`src/rtl/fetch_pkg.sv`:
```
// Shared widths and PC-source encodings for the fetch stage and its redirect logic.
// Combinational definitions only; no latency or flow control lives here.
// Decode produces pc_src with these same encodings.
package fetch_pkg;

  localparam int W_CPU    = 32;
  localparam int W_IMM    = 16;
  localparam int W_JADDR  = 26;
  localparam int W_PC_SRC = 2;

  localparam logic [W_PC_SRC-1:0] PC_SRC_NEXT = 2'd0;
  localparam logic [W_PC_SRC-1:0] PC_SRC_BRCH = 2'd1;
  localparam logic [W_PC_SRC-1:0] PC_SRC_JUMP = 2'd2;
  localparam logic [W_PC_SRC-1:0] PC_SRC_REGF = 2'd3;

  function automatic logic [31:0] word_align(input logic [31:0] addr);
    return {addr[31:2], 2'b00};
  endfunction

endpackage

```
`src/rtl/fetch_pc_next.sv`:
```
// Redirect target calculator: next, branch, jump and register-jump targets.
// Purely combinational, zero cycles.
// No flow control; the result is consumed only when redirect is asserted.
module pc_next
  import fetch_pkg::*;
(
  input  logic [W_PC_SRC-1:0] pc_src,
  input  logic [31:0]         redir_pc,
  input  logic [W_IMM-1:0]    redir_imm,
  input  logic [W_JADDR-1:0]  redir_jaddr,
  input  logic [31:0]         redir_reg,
  output logic [31:0]         target
);

  logic [31:0] p4;
  logic [31:0] brch_off;

  assign p4       = redir_pc + 32'd4;
  assign brch_off = {{(32-W_IMM-2){redir_imm[W_IMM-1]}}, redir_imm, 2'b00};

  always_comb begin
    target = p4;
    case (pc_src)
      PC_SRC_BRCH: target = p4 + brch_off;
      PC_SRC_JUMP: target = {p4[31:28], redir_jaddr, 2'b00};
      PC_SRC_REGF: target = word_align(redir_reg);
      default:     target = p4;
    endcase
  end

endmodule

```
`src/rtl/fetch.sv`:
```
// Instruction fetch: one outstanding imem request, holds the returned word for decode.
// Latency: request accepted at N, response N+1 earliest, inst_valid at N+2; 3-cycle loop.
// Backpressure: FULL holds inst/inst_pc until inst_ready; no new request meanwhile.
module fetch
  import fetch_pkg::*;
#(
  parameter logic [31:0] RESET_PC = 32'h0000_0000
) (
  input  logic                clk,
  input  logic                rst,
  output logic                imem_req_valid,
  output logic [31:0]         imem_req_addr,
  input  logic                imem_req_ready,
  input  logic                imem_rsp_valid,
  input  logic [W_CPU-1:0]    imem_rsp_data,
  output logic [W_CPU-1:0]    inst,
  output logic [31:0]         inst_pc,
  output logic                inst_valid,
  input  logic                inst_ready,
  input  logic                redirect,
  input  logic [W_PC_SRC-1:0] pc_src,
  input  logic [31:0]         redir_pc,
  input  logic [W_IMM-1:0]    redir_imm,
  input  logic [W_JADDR-1:0]  redir_jaddr,
  input  logic [31:0]         redir_reg
);

  typedef enum logic [1:0] {
    ST_IDLE,
    ST_REQ,
    ST_WAIT,
    ST_FULL
  } state_t;

  state_t      state;
  state_t      state_nxt;
  logic [31:0] pc;
  logic [31:0] pc_nxt;
  logic        drop;
  logic        drop_nxt;
  logic        capture;
  logic [31:0] target;

  pc_next u_pc_next (
    .pc_src      (pc_src),
    .redir_pc    (redir_pc),
    .redir_imm   (redir_imm),
    .redir_jaddr (redir_jaddr),
    .redir_reg   (redir_reg),
    .target      (target)
  );

  always_ff @(posedge clk or posedge rst) begin
    if (rst) begin
      state   <= ST_IDLE;
      pc      <= word_align(RESET_PC);
      drop    <= 1'b0;
      inst    <= '0;
      inst_pc <= '0;
    end else begin
      state <= state_nxt;
      pc    <= pc_nxt;
      drop  <= drop_nxt;
      if (capture) begin
        inst    <= imem_rsp_data;
        inst_pc <= pc;
      end
    end
  end

  always_comb begin
    state_nxt = state;
    pc_nxt    = pc;
    drop_nxt  = drop;
    capture   = 1'b0;
    case (state)
      ST_IDLE: state_nxt = ST_REQ;
      ST_REQ: begin
        // The address may move before acceptance; once accepted with a
        // redirect, the in-flight word belongs to the old path.
        if (redirect) pc_nxt = target;
        if (imem_req_ready) begin
          state_nxt = ST_WAIT;
          drop_nxt  = redirect;
        end
      end
      ST_WAIT: begin
        if (redirect) begin
          pc_nxt   = target;
          drop_nxt = 1'b1;
        end
        if (imem_rsp_valid) begin
          drop_nxt = 1'b0;
          if (drop || redirect) begin
            state_nxt = ST_REQ;
          end else begin
            capture   = 1'b1;
            state_nxt = ST_FULL;
          end
        end
      end
      ST_FULL: begin
        if (redirect) begin
          pc_nxt    = target;
          state_nxt = ST_REQ;
        end else if (inst_ready) begin
          pc_nxt    = pc + 32'd4;
          state_nxt = ST_REQ;
        end
      end
      default: state_nxt = ST_IDLE;
    endcase
  end

  assign imem_req_valid = (state == ST_REQ);
  assign imem_req_addr  = pc;
  assign inst_valid     = (state == ST_FULL);

endmodule

```
`config.mk`:
```
export PLATFORM = sky130hd
export DESIGN_NAME = fetch
export DESIGN_NICKNAME = d
export VERILOG_FILES = /design/src/rtl/fetch_pkg.sv /design/src/rtl/fetch_pc_next.sv /design/src/rtl/fetch.sv
export SDC_FILE = /design/constraint.sdc
export NUM_CORES = 1
export LEC_CHECK = 0
export CAP_MARGIN = 20
export CORE_AREA = 2 2 164 166
export CTS_CLUSTER_DIAMETER = 60
export DETAILED_ROUTE_END_ITERATION = 8
export DIE_AREA = 0 0 166 168
export DONT_BUFFER_PORTS = 1
export PLACE_DENSITY = 0.46
export REMOVE_ABC_BUFFERS = 1
export SLEW_MARGIN = 40
export SYNTH_ARGS = -nofsm -noshare
export SYNTH_HDL_FRONTEND = slang
export SYNTH_HIERARCHICAL = 1
export SYNTH_SLANG_ARGS = --single-unit
```
`constraint.sdc`:
```
create_clock -name clk -period 6.71 [get_ports clk]
set_input_delay 1.342 -clock clk [delete_from_list [all_inputs] [get_ports clk]]
set_output_delay 1.342 -clock clk [all_outputs]
set_load 0.02 [all_outputs]
```
# --- After elaboration in Yosys (flattened, before gate mapping) ---
# Index checks and enable logic that the tools add are counted.
# W data, S select, Z words.
word_totals:
  output_inout_bits: 98
  regBits: 99
classes:
  n_addsub: 3
  mux: 18
  n_reduce_logical: 8
  eq_ne: 11
op_table:
  columns: ["operator", "count"]
  rows:
  - ["$mux W32", 3]
  - ["$pmux W32 S3", 1]
  - ["$add A32 B3 Y32 const B", 2]
  - ["$pmux W32 S2", 1]
  - ["$add A32 B32 Y32", 1]
  - ["$mux W2", 5]
  - ["$reduce_and A3 Y1", 3]
  - ["$eq A2 B2 Y1 const B", 4]
  - ["$pmux W2 S4", 1]
  - ["$mux W1", 6]
  - ["$eq A2 B1 Y1 const B", 2]
  - ["$ne A2 B1 Y1 const B", 2]
  - ["$reduce_bool A2 Y1", 2]
  - ["$ne A3 B1 Y1 const B", 1]
  - ["$ne A3 B3 Y1 const B", 1]
  - ["$logic_not A2 Y1", 1]
  - ["$ne A2 B2 Y1 const B", 1]
  - ["$pmux W1 S2", 1]
  - ["$reduce_or A2 Y1", 1]
  - ["$logic_or A1 B1 Y1", 1]

# --- Depth between registers and ports, before layout ---
# Gate-level depths: netlist (run 1).
logic_depth:
  depth_word: 5
  mapped_depth: 19
  mapped_depth_nobuf: 18

# --- Hierarchy ---
# Netlist (run 1), hierarchy kept.
by_module_without_submodules:
  columns: ["module", "area_per_inst_um2", "cells_per_inst", "seq_area_each_um2", "n_inst"]
  rows:
  - ["fetch", 4817.1, 436, 2477.4, 1]
  - ["pc_next", 2930.3, 384, 0.0, 1]

# --- Worst setup path after synthesis (run 1) ---
# OpenSTA, ideal clock, no wires.
synth_timing:
  path_type: "input to register"
  startpoint: "input port redir_pc[5]"
  endpoint: "register pc[20], in the netlist imem_req_addr[20]"
  path_buffers: 2
  setup_slack_ns: 2.196
  arrival_ns: 4.384
  path_stages: 18
  t_required_ns: 6.581
  cell_sequence: "and4_1 and4_1 buf_2 xor2_1 ha_1 buf_6 nand4_1 nor3_1 a21boi_2 nor2_2 a2111oi_2 nor2_1 xnor2_1 mux4_2 inv_1 o211ai_1 o21ai_0 nor3_1"
synth_between:
  elab_chain_len: 5
  elab_cells_between_ends: 6
  cone_classes: "add/sub: 2; mux: 4"
synth_lines:
  columns: ["element", "line_no", "rtl"]
  rows:
  - ["start: declaration", "fetch.sv:22", "input logic [31:0] redir_pc,"]
  - ["$add A32 B3 Y32 *", "fetch_pc_next.sv:18", "assign p4 = redir_pc + 32'd4;"]
  - ["$add A32 B32 Y32", "fetch_pc_next.sv:24", "PC_SRC_BRCH: target = p4 + brch_off;"]
  - ["$pmux W32 S3 *", "fetch_pc_next.sv:23", "case (pc_src)"]
  - ["via target[20]", "fetch.sv:42", "logic [31:0] target;"]
  - ["$mux W32 (on tied branches)", "fetch.sv:103, fetch.sv:81, fetch.sv:88", null]
  - ["$pmux W32 S2 *", "fetch.sv:76", "case (state)"]
  - ["end signal: assignment", "fetch.sv:56", "pc <= word_align(RESET_PC);"]
  - ["end signal: assignment", "fetch.sv:62", "pc <= pc_nxt;"]
  - ["end: declaration", "fetch.sv:37", "logic [31:0] pc;"]
# Mark *: on every way through the listed nets, which the timed path passes. The rest lies on a longest branch. The select of a mux whose other input is x is not followed.
# A chain may end at the register's enable or synchronous reset.

# --- Final worst setup path (run 1) ---
# Ends and elaborated chain as after synthesis.

==> results.toml, run 1 <==
[logic_synthesis]
ys_types = 75
synth_common_cells = "dfrtp_1, mux2_2, nand2_1"
ys_ff_latch = 99
async_flop_share_pct = 100
synth_warnings = 6
ys.flop_type = "dfrtp_1"
syn_inst = 820
synth.cell_area_mm2 = 0.00775
synth_edf_count = 0
yosysMostFrequentCell = "dfrtp_1"
yosysSeqAreaShare_pct = 32.0
synth.top_cell.area_share_pct = 32.0
syn_avg_cell_area_um2 = 9.45
synthTopCellsByArea = "dfrtp_1, mux2_2, ha_1"
yosysTopAreaCell = "dfrtp_1"

[sta]
final.setup.worst_slack_ns = 1.61
finalSetupTns_ns = 0
finalCritPeriodShare_pct = 76.0
final_hold_viol_count = 0
fmax_mhz = 196
tightest_slew_ns = 0.776
slew_viol_final = 0
setup_viol = 0
grt_setup_unrepaired = "false"
relSlewSlack_pct = 48.1
worst_clock_skew_ns = 0.00815
period_minus_slack_ns = 5.10

[floorplan]
dieWidth_um = 166
dieArea_mm2 = 0.0279
start_util_pct = 29.4
rows = 60
coreArea_mm2 = 0.0264
ioPinCount = 244
chipHeight_um = 168

[clock_tree]
insertion_delay_ns = 0.34
cts_buffers = 9
cts_sinks = 99
cts_tree = "built"
postCtsSetupRepairBufs = 0
cts_buffer_depth = 2
htree_num_levels = 3
postCtsHoldBufs = 0
clkTransAtPathRegs_ns = 0.07
clockRootBuffer = "clkbuf_16"
cts-resized-gates = 0

[power]
p_sw_share_pct = 47.2
switchingPower_uw = 1450
p_comb_share_pct = 32.5
cellPowerDensity_mw_per_mm2 = 368
vdd_drop_max_mv = 0.169
leakagePower_uw = 0.00331
pwr-share-clk_pct = 17.1
power.total_uw = 3070
internal_power_uw = 1620
pwr-share-seq_pct = 50.5

[critical_path]
cp_max_fo = 10
r2r-end = "imem_req_addr[29]$_DFFE_PP0P_"
critical_path_class = "input port to flop"
worstSetupStartpoint = "redir_pc[5]"
critPathArrivalTime_ns = 5.33
r2r-start = "state[0]$_DFFE_PP0P_"
cp-end-kind = "flop"
reg2reg_slack_ns = 4.22
worstSetupStartpointType = "input port"
worstPathRequired_ns = 6.94
r2r_cells = 6

[placement]
placed_cell_area_mm2 = 0.00806
gp_congestion = 0.837
dp_hpwl_mm = 18.5
dp_slack_ns = 1.24
io_buffers = 0

[job]
max-cap-violations = 0

[routing]
firstDrtPassIters = 5
routedWlPerCell_um = 20.5
final_antenna_net_count = 0
finalWirelength_mm = 23.3
viasPerCell = 5.58
drt_iter0_drc = 400
vias = 6362
post-route-drc-count = 0

[grt]
grt_pass1_vias = 6277
overflow = 0
grt_first_pass_wirelength_mm = 36.4
grt_usage_pct = 16.4
antenna_found_initial = 0
grt_max_degree = 56

[cells_and_area]
insertedDiodeCount = 0
final_layout_size_suffix_gt1_share_pct = 17.0
syn2layout_area_growth_pct = 7.82
fillerInstances = 2746
seqCellArea_mm2 = 0.00248
fin_area_mm2 = 0.00835
multi_input_area_mm2 = 0.00497
fin_nets = 981

[hold_path]
min_from = "state[1]$_DFFE_PP0P_"
min_path_cells = 2
hold_class = "flop to flop"
min_to = "state[1]$_DFFE_PP0P_"

[status]
status = "completed"
-- metal layers --
metal	track usage [%]	share of wire, %
met5	0	0
met1	21.7	46
met3	2.56	4.2
met4	4.27	1.7
met2	27.9	48
-- layout make-up --
type / instances / area share, %
well taps: 341 / 5.11
clock buffers: 10 / 2.74
inverters: 32 / 1.47
clock inverters: 6 / 0.794
flip-flops and latches: 99 / 29.7
repair buffers: 6 / 0.689
multi-input cells: 646 / 59.5
-- stage by stage --
step / hold WS, ns / cells / utilization (%)
CTS: 0.553 / 1140 / 31.7
global route: 0.593 / 1140 / 31.7
finish: 0.557 / 1140 / 31.7
global placement: 0.522 / 1123 / 30.5
detailed placement: 0.536 / 1124 / 30.6
floorplan: 0.499 / 777 / -
-- logic make-up (layout without fill, tap and decap cells) --
family | after synthesis | after routing | share of synthesized area, %
buf+inv | 75 | 54 | 3.97
simple gates | 261 | 261 | 17.8
xor+xnor | 53 | 53 | 5.99
flops | 99 | 99 | 32.0
fa+ha+maj | 41 | 41 | 6.72
compound gates | 202 | 202 | 17.7
mux | 89 | 89 | 15.8
-- cell usage in the layout (no fill, tap or decap), types with 4 or more instances in the layout --
master / Yosys / layout
inv_1: 31 / 30
o21ai_0: 39 / 39
nor3_1: 18 / 18
xnor2_1: 42 / 42
a221oi_1: 4 / 4
ha_1: 40 / 39
o22ai_1: 9 / 9
a21oi_1: 54 / 54
nand4_1: 27 / 27
mux2_2: 66 / 66
nand2_1: 56 / 56
and4_1: 11 / 11
nand3_1: 30 / 30
dfrtp_1: 99 / 99
a211o_1: 5 / 5
nand2b_1: 9 / 8
a31oi_1: 8 / 8
a21o_1: 6 / 6
or3_1: 5 / 5
a311oi_1: 7 / 7
mux4_2: 20 / 20
o221ai_1: 6 / 6
o211ai_1: 14 / 14
clkbuf_16: 0 / 9
and3_1: 23 / 23
o21a_1: 4 / 4
nor2b_1: 12 / 11
xor2_1: 11 / 11
nor2_1: 46 / 46
buf_4: 0 / 5
and2_1: 7 / 6
a211oi_1: 5 / 5
-- registers in the layout, summed over array words and instances (netlist names) --
register and flops:
imem_req_addr 32, inst 32, inst_pc 32, state 2
drop 1
-- critical path: stages --
cell and delay [ns]:
and4_1 0.29, and4_1 0.53, xor2_1 0.22, ha_1 0.53
nand4_1 0.17, nor3_1 0.19, a21boi_2 0.24, nor2_2 0.08
a2111oi_2 0.60, nor2_1 0.11, xnor2_1 0.15, mux4_2 0.52
inv_1 0.08, o211ai_1 0.10, o21ai_0 0.10, nor3_1 0.06
-- power by group through the flow --
stage | registers (µW) | clock network, µW | logic, µW
after global placement | 1570 | 0 | 982
after detailed placement | 1570 | 0 | 996
after CTS | 1560 | 545 | 1000
final | 1550 | 525 | 997
after global routing | 1590 | 568 | 1120
after floorplan | 1430 | 0 | 793
-- worst max path at each step --
stage                                          to  slack [ns]
global placement    imem_req_addr[20]$_DFFE_PP0P_        1.29
finish              imem_req_addr[20]$_DFFE_PP0P_        1.61
CTS                 imem_req_addr[20]$_DFFE_PP0P_        1.58
floorplan           imem_req_addr[20]$_DFFE_PP0P_        2.12
detailed placement  imem_req_addr[20]$_DFFE_PP0P_        1.24
global route        imem_req_addr[20]$_DFFE_PP0P_        1.33
No activity file was read; power rests on OpenSTA's default activity.
==> run 2, diff against run 1 <==
--- a/config.mk
+++ b/config.mk
@@ -11,7 +11,7 @@
 export DETAILED_ROUTE_END_ITERATION = 8
 export DIE_AREA = 0 0 166 168
 export DONT_BUFFER_PORTS = 1
-export PLACE_DENSITY = 0.46
+export PLACE_DENSITY = 0.48
 export REMOVE_ABC_BUFFERS = 1
 export SLEW_MARGIN = 40
 export SYNTH_ARGS = -nofsm -noshare
==> constraint.sdc (replaced) <==
create_clock -name clk -period 4.5 [get_ports clk]
set_input_delay 0.9 -clock clk [delete_from_list [all_inputs] [get_ports clk]]
set_output_delay 0.9 -clock clk [all_outputs]
set_load 0.02 [all_outputs]
==> results.toml, run 2 (same netlist as run 1, synthesis figures left out) <==
[routing]
routedWlPerCell_um = 19.6
firstDrtPassIters = 5
viasPerCell = 5.46
post-route-drc-count = 0
vias = 6507
drt_iter0_drc = 318
finalWirelength_mm = 23.3
final_antenna_net_count = 0

[clock_tree]
htree_num_levels = 3
clockRootBuffer = "clkbuf_16"
cts_buffers = 9
cts_sinks = 99
cts_buffer_depth = 2
clkTransAtPathRegs_ns = 0.08
cts_tree = "built"
insertion_delay_ns = 0.35

[power]
p_sw_share_pct = 47.5
pwr-share-seq_pct = 50.1
internal_power_uw = 2420
switchingPower_uw = 2190
pwr-share-clk_pct = 16.7
leakagePower_uw = 0.00358
vdd_drop_max_mv = 0.247
p_comb_share_pct = 33.3
power.total_uw = 4610
cellPowerDensity_mw_per_mm2 = 526

[sta]
holdWs_ns = 0.534
finalCritPeriodShare_pct = 92.7
slew_viol_final = 0
finalSetupTns_ns = 0
tightest_slew_ns = 0.792
final_hold_viol_count = 0
relSlewSlack_pct = 47.0
grt_setup_unrepaired = "false"
final.setup.worst_slack_ns = 0.327
period_minus_slack_ns = 4.17
fmax_mhz = 240
worst_clock_skew_ns = 0.0137
setup_viol = 0

[grt]
grt_first_pass_wirelength_mm = 36.0
grt_usage_pct = 16.2
antenna_found_initial = 0
overflow = 0
grt_pass1_vias = 6408
grt_max_degree = 77

[critical_path]
r2r-end = "imem_req_addr[31]$_DFFE_PP0P_"
r2r-start = "state[0]$_DFFE_PP0P_"
cp_max_fo = 10
reg2reg_slack_ns = 1.94
critical_path_class = "input port to flop"
cp-end-kind = "flop"
endpoint = "imem_req_addr[31]$_DFFE_PP0P_"
worstPathRequired_ns = 4.79
crit_chain = "and4_1 -> and4_1 -> buf_12 -> nand4_1 -> xnor2_1 -> ha_1 -> a21oi_1 -> o21ai_0 -> a221oi_1 -> o41ai_1 -> a31oi_1 -> xnor2_1 -> nor3_1 -> a311oi_1 -> o211ai_1 -> o21ai_0 -> a211o_1"
slowest_delay_ns = 0.37
critPathArrivalTime_ns = 4.46
worstSetupStartpoint = "redir_pc[5]"
critPathSlowestCell = "a311oi_1"
worstSetupStartpointType = "input port"
r2r_cells = 6

[cells_and_area]
layout_commonest_cell = "dfrtp_1"
final_layout_size_suffix_gt1_share_pct = 22.3
mostFrequentLayoutCells = "dfrtp_1, mux2_2, nand2_1"
syn2layout_area_growth_pct = 13.1
fin_nets = 1031
fin_area_mm2 = 0.00876

[status]
status = "completed"

[placement]
io_buffers = 0
dp_slack_ns = 0.00387
gp_congestion = 0.885
placed_cell_area_mm2 = 0.00843
dp_hpwl_mm = 18.6

[floorplan]
chipHeight_um = 168
dieArea_mm2 = 0.0279
rows = 60
dieWidth_um = 166
start_util_pct = 29.4
ioPinCount = 244
coreArea_mm2 = 0.0264

[job]
max-cap-violations = 0

[hold_path]
hold_class = "input port to asynchronous set/reset pin"
## run 2: cell count changes in the layout (fill, tap and decap cells not counted), sizes merged
cell / before / now
diode: 0 / 1
clkinvlp: 3 / 0
inv: 32 / 37
buf: 6 / 56
clkbuf: 10 / 9
bufinv: 1 / 0
## run 2: power groups by stage
stage	clock, µW	sequential [µW]	combinational (µW)
floorplan	0	2130	1180
global placement	0	2330	1500
detailed placement	0	2340	1530
CTS	799	2320	1530
global route	828	2370	1720
finish	767	2310	1530
## run 2: cell type report
class | instances | area (µm²)
Fill cell | 2679 | 17600
Multi-Input combinational cell | 646 | 4990
Sequential cell | 99 | 2480
Timing Repair Buffer | 56 | 445
Tap cell | 341 | 427
Clock buffer | 9 | 225
Inverter | 32 | 125
Clock inverter | 7 | 65.1
Antenna cell | 1 | 2.50
## run 2: per-stage QoR
step,utilization (%),instances
2_1_floorplan,-,777
3_3_place_gp,32.0,1173
3_5_place_dp,32.0,1173
4_1_cts,33.1,1189
5_1_grt,33.2,1190
6_report,33.3,1191
## run 2: critical path, delay by kind of cell
kind	cells	cell delay (ns)
compound gates	9	1.87
xor+xnor	2	0.54
buf+inv	1	0.14
fa+ha+maj	1	0.35
simple gates	4	0.68
## run 2: worst min-delay path by stage
stage,end,cells after the start
CTS,state[1]$_DFFE_PP0P_,2
detailed placement,state[1]$_DFFE_PP0P_,2
floorplan,state[1]$_DFFE_PP0P_,2
global route,state[1]$_DFFE_PP0P_,2
finish,inst_pc[15]$_DFFE_PP0P_,1
global placement,state[1]$_DFFE_PP0P_,2
## run 2: layer usage
| layer | track usage, % | vias to the layer above | share of wire [%] |
|---|---|---|---|
| met2 | 27.7 | 200 | 49 |
| met5 | 0 | - | 0 |
| met4 | 4.61 | 0 | 1.7 |
| met3 | 2.89 | 23 | 4.6 |
| li1 | - | 3128 | - |
| met1 | 21.1 | 3156 | 45 |
## run 2: timing repair
item,in CTS,in global routing
setup endpoints to repair,0,1
gates resized for setup,0,1
setup buffers,0,0
hold endpoints to repair,0,0
hold buffers,0,0
==> run 3, diff against run 2 <==
--- a/config.mk
+++ b/config.mk
@@ -7,6 +7,7 @@
 export LEC_CHECK = 0
 export CAP_MARGIN = 20
 export CORE_AREA = 2 2 164 166
+export CTS_BUF_LIST = sky130_fd_sc_hd__clkbuf_4 sky130_fd_sc_hd__clkbuf_8
 export CTS_CLUSTER_DIAMETER = 60
 export DETAILED_ROUTE_END_ITERATION = 8
 export DIE_AREA = 0 0 166 168
==> results.toml, run 3 (same netlist as run 1, synthesis figures left out) <==
[floorplan]
start_util_pct = 29.4
ioPinCount = 244
chipHeight_um = 168
rows = 60
dieArea_mm2 = 0.0279
coreArea_mm2 = 0.0264
dieWidth_um = 166

[sta]
final.setup.worst_slack_ns = 0.387
slew_viol_final = 0
fmax_mhz = 243
setup_viol = 0
tightest_slew_ns = 0.809
holdWs_ns = 0.504
finalCritPeriodShare_pct = 91.4
relSlewSlack_pct = 45.9
grt_setup_unrepaired = "false"
worst_clock_skew_ns = 0.0155
period_minus_slack_ns = 4.11
final_hold_viol_count = 0

[critical_path]
critical_path_class = "input port to flop"
crit_family = "compound AO/OA/AOI/OAI gates"
reg2reg_slack_ns = 1.93
crit_chain = "and4_1 -> and4_1 -> buf_12 -> nand4_1 -> xnor2_1 -> ha_1 -> a21oi_1 -> o21ai_0 -> a221oi_1 -> o41ai_1 -> a31oi_1 -> xnor2_1 -> nor3_1 -> a311oi_1 -> o211ai_1 -> o21ai_0 -> a211o_1"
cp-end-kind = "flop"
critPathBufInv = 1
cp_max_fo = 10
worstSetupStartpoint = "redir_pc[5]"
worstPathRequired_ns = 4.77
critPathSlowestCell = "ha_1"
slowest_delay_ns = 0.35
worstSetupStartpointType = "input port"
r2r-start = "state[0]$_DFFE_PP0P_"
critPathArrivalTime_ns = 4.38

[clock_tree]
cts_buffers = 9
insertion_delay_ns = 0.37
clockRootBuffer = "clkbuf_8"
cts_buffer_depth = 2
cts_tree = "built"
cts_sinks = 99
cts-resized-gates = 0
clkTransAtPathRegs_ns = 0.11
htree_num_levels = 3
postCtsHoldBufs = 0
postCtsSetupRepairBufs = 0

[routing]
vias = 6502
post-route-drc-count = 0
routedWlPerCell_um = 19.6
drt_iter0_drc = 335
firstDrtPassIters = 5
viasPerCell = 5.46
finalWirelength_mm = 23.3
final_antenna_net_count = 0

[power]
p_sw_share_pct = 49.2
switchingPower_uw = 2170
internal_power_uw = 2240
pwr-share-clk_pct = 12.9
vdd_drop_max_mv = 0.227
cellPowerDensity_mw_per_mm2 = 510
leakagePower_uw = 0.00352
p_comb_share_pct = 34.8
pwr-share-seq_pct = 52.3

[cells_and_area]
layout_commonest_cell = "dfrtp_1"
mostFrequentLayoutCells = "dfrtp_1, mux2_2, nand2_1"
fillerInstances = 2690
seqCellArea_mm2 = 0.00248
fin_nets = 1031
syn2layout_area_growth_pct = 11.7
final_layout_size_suffix_gt1_share_pct = 22.1
multi_input_area_mm2 = 0.00499

[placement]
io_buffers = 0
dp_hpwl_mm = 18.6
dp_slack_ns = 0.00387
gp_congestion = 0.885

[grt]
grt_usage_pct = 16.3
grt_max_degree = 77
overflow = 0
antenna_found_initial = 0
grt_first_pass_wirelength_mm = 36.1
grt_pass1_vias = 6401

[job]
max-cap-violations = 0

[hold_path]
hold_class = "input port to asynchronous set/reset pin"

[status]
status = "completed"
==> run 3: metal layers <==
| metal | global-route usage (%) | up-vias | share of wire (%) |
|---|---|---|---|
| li1 | - | 3131 | - |
| met1 | 21.5 | 3157 | 46 |
| met2 | 27.9 | 197 | 49 |
| met3 | 2.70 | 17 | 4.1 |
| met4 | 3.71 | 0 | 1.4 |
| met5 | 0 | - | 0 |
==> run 3: through the flow <==
stage	TNS (ns)	std cells	total power, µW	area, µm²	utilization, %
after floorplan	0	777	3320	7560	-
after global placement	-0.0185	1173	3830	8430	32.0
after detailed placement	0	1173	3870	8430	32.0
after CTS	0	1189	4450	8620	32.7
after global routing	0	1190	4720	8650	32.8
final	0	1191	4410	8650	32.8
==> run 3: layout make-up <==
cell class,instances,share of cell area (%)
Timing Repair Buffer,56,5.15
Clock inverter,7,0.752
Inverter,32,1.45
Tap cell,341,4.93
Antenna cell,1,0.0289
Multi-Input combinational cell,646,57.6
Sequential cell,99,28.6
Clock buffer,9,1.43
==> run 3: power by group through the flow <==
stage,Clock (µW),Sequential (µW),Combinational [µW]
finish,569,2310,1540
global route,634,2370,1720
CTS,601,2320,1530
detailed placement,0,2340,1530
global placement,0,2330,1500
floorplan,0,2130,1180
==> run 3: path summary, 6_finish.rpt <==
kind | end | depth (start not counted)
setup / recovery | imem_req_addr[31]$_DFFE_PP0P_ | 17
hold / removal | imem_req_addr[22]$_DFFE_PP0P_ | 1
setup reg to reg | imem_req_addr[31]$_DFFE_PP0P_ | 6
hold reg to reg | state[1]$_DFFE_PP0P_ | 2
max in group asynchronous | imem_req_addr[15]$_DFFE_PP0P_ | 2
min in group clk | state[1]$_DFFE_PP0P_ | 2
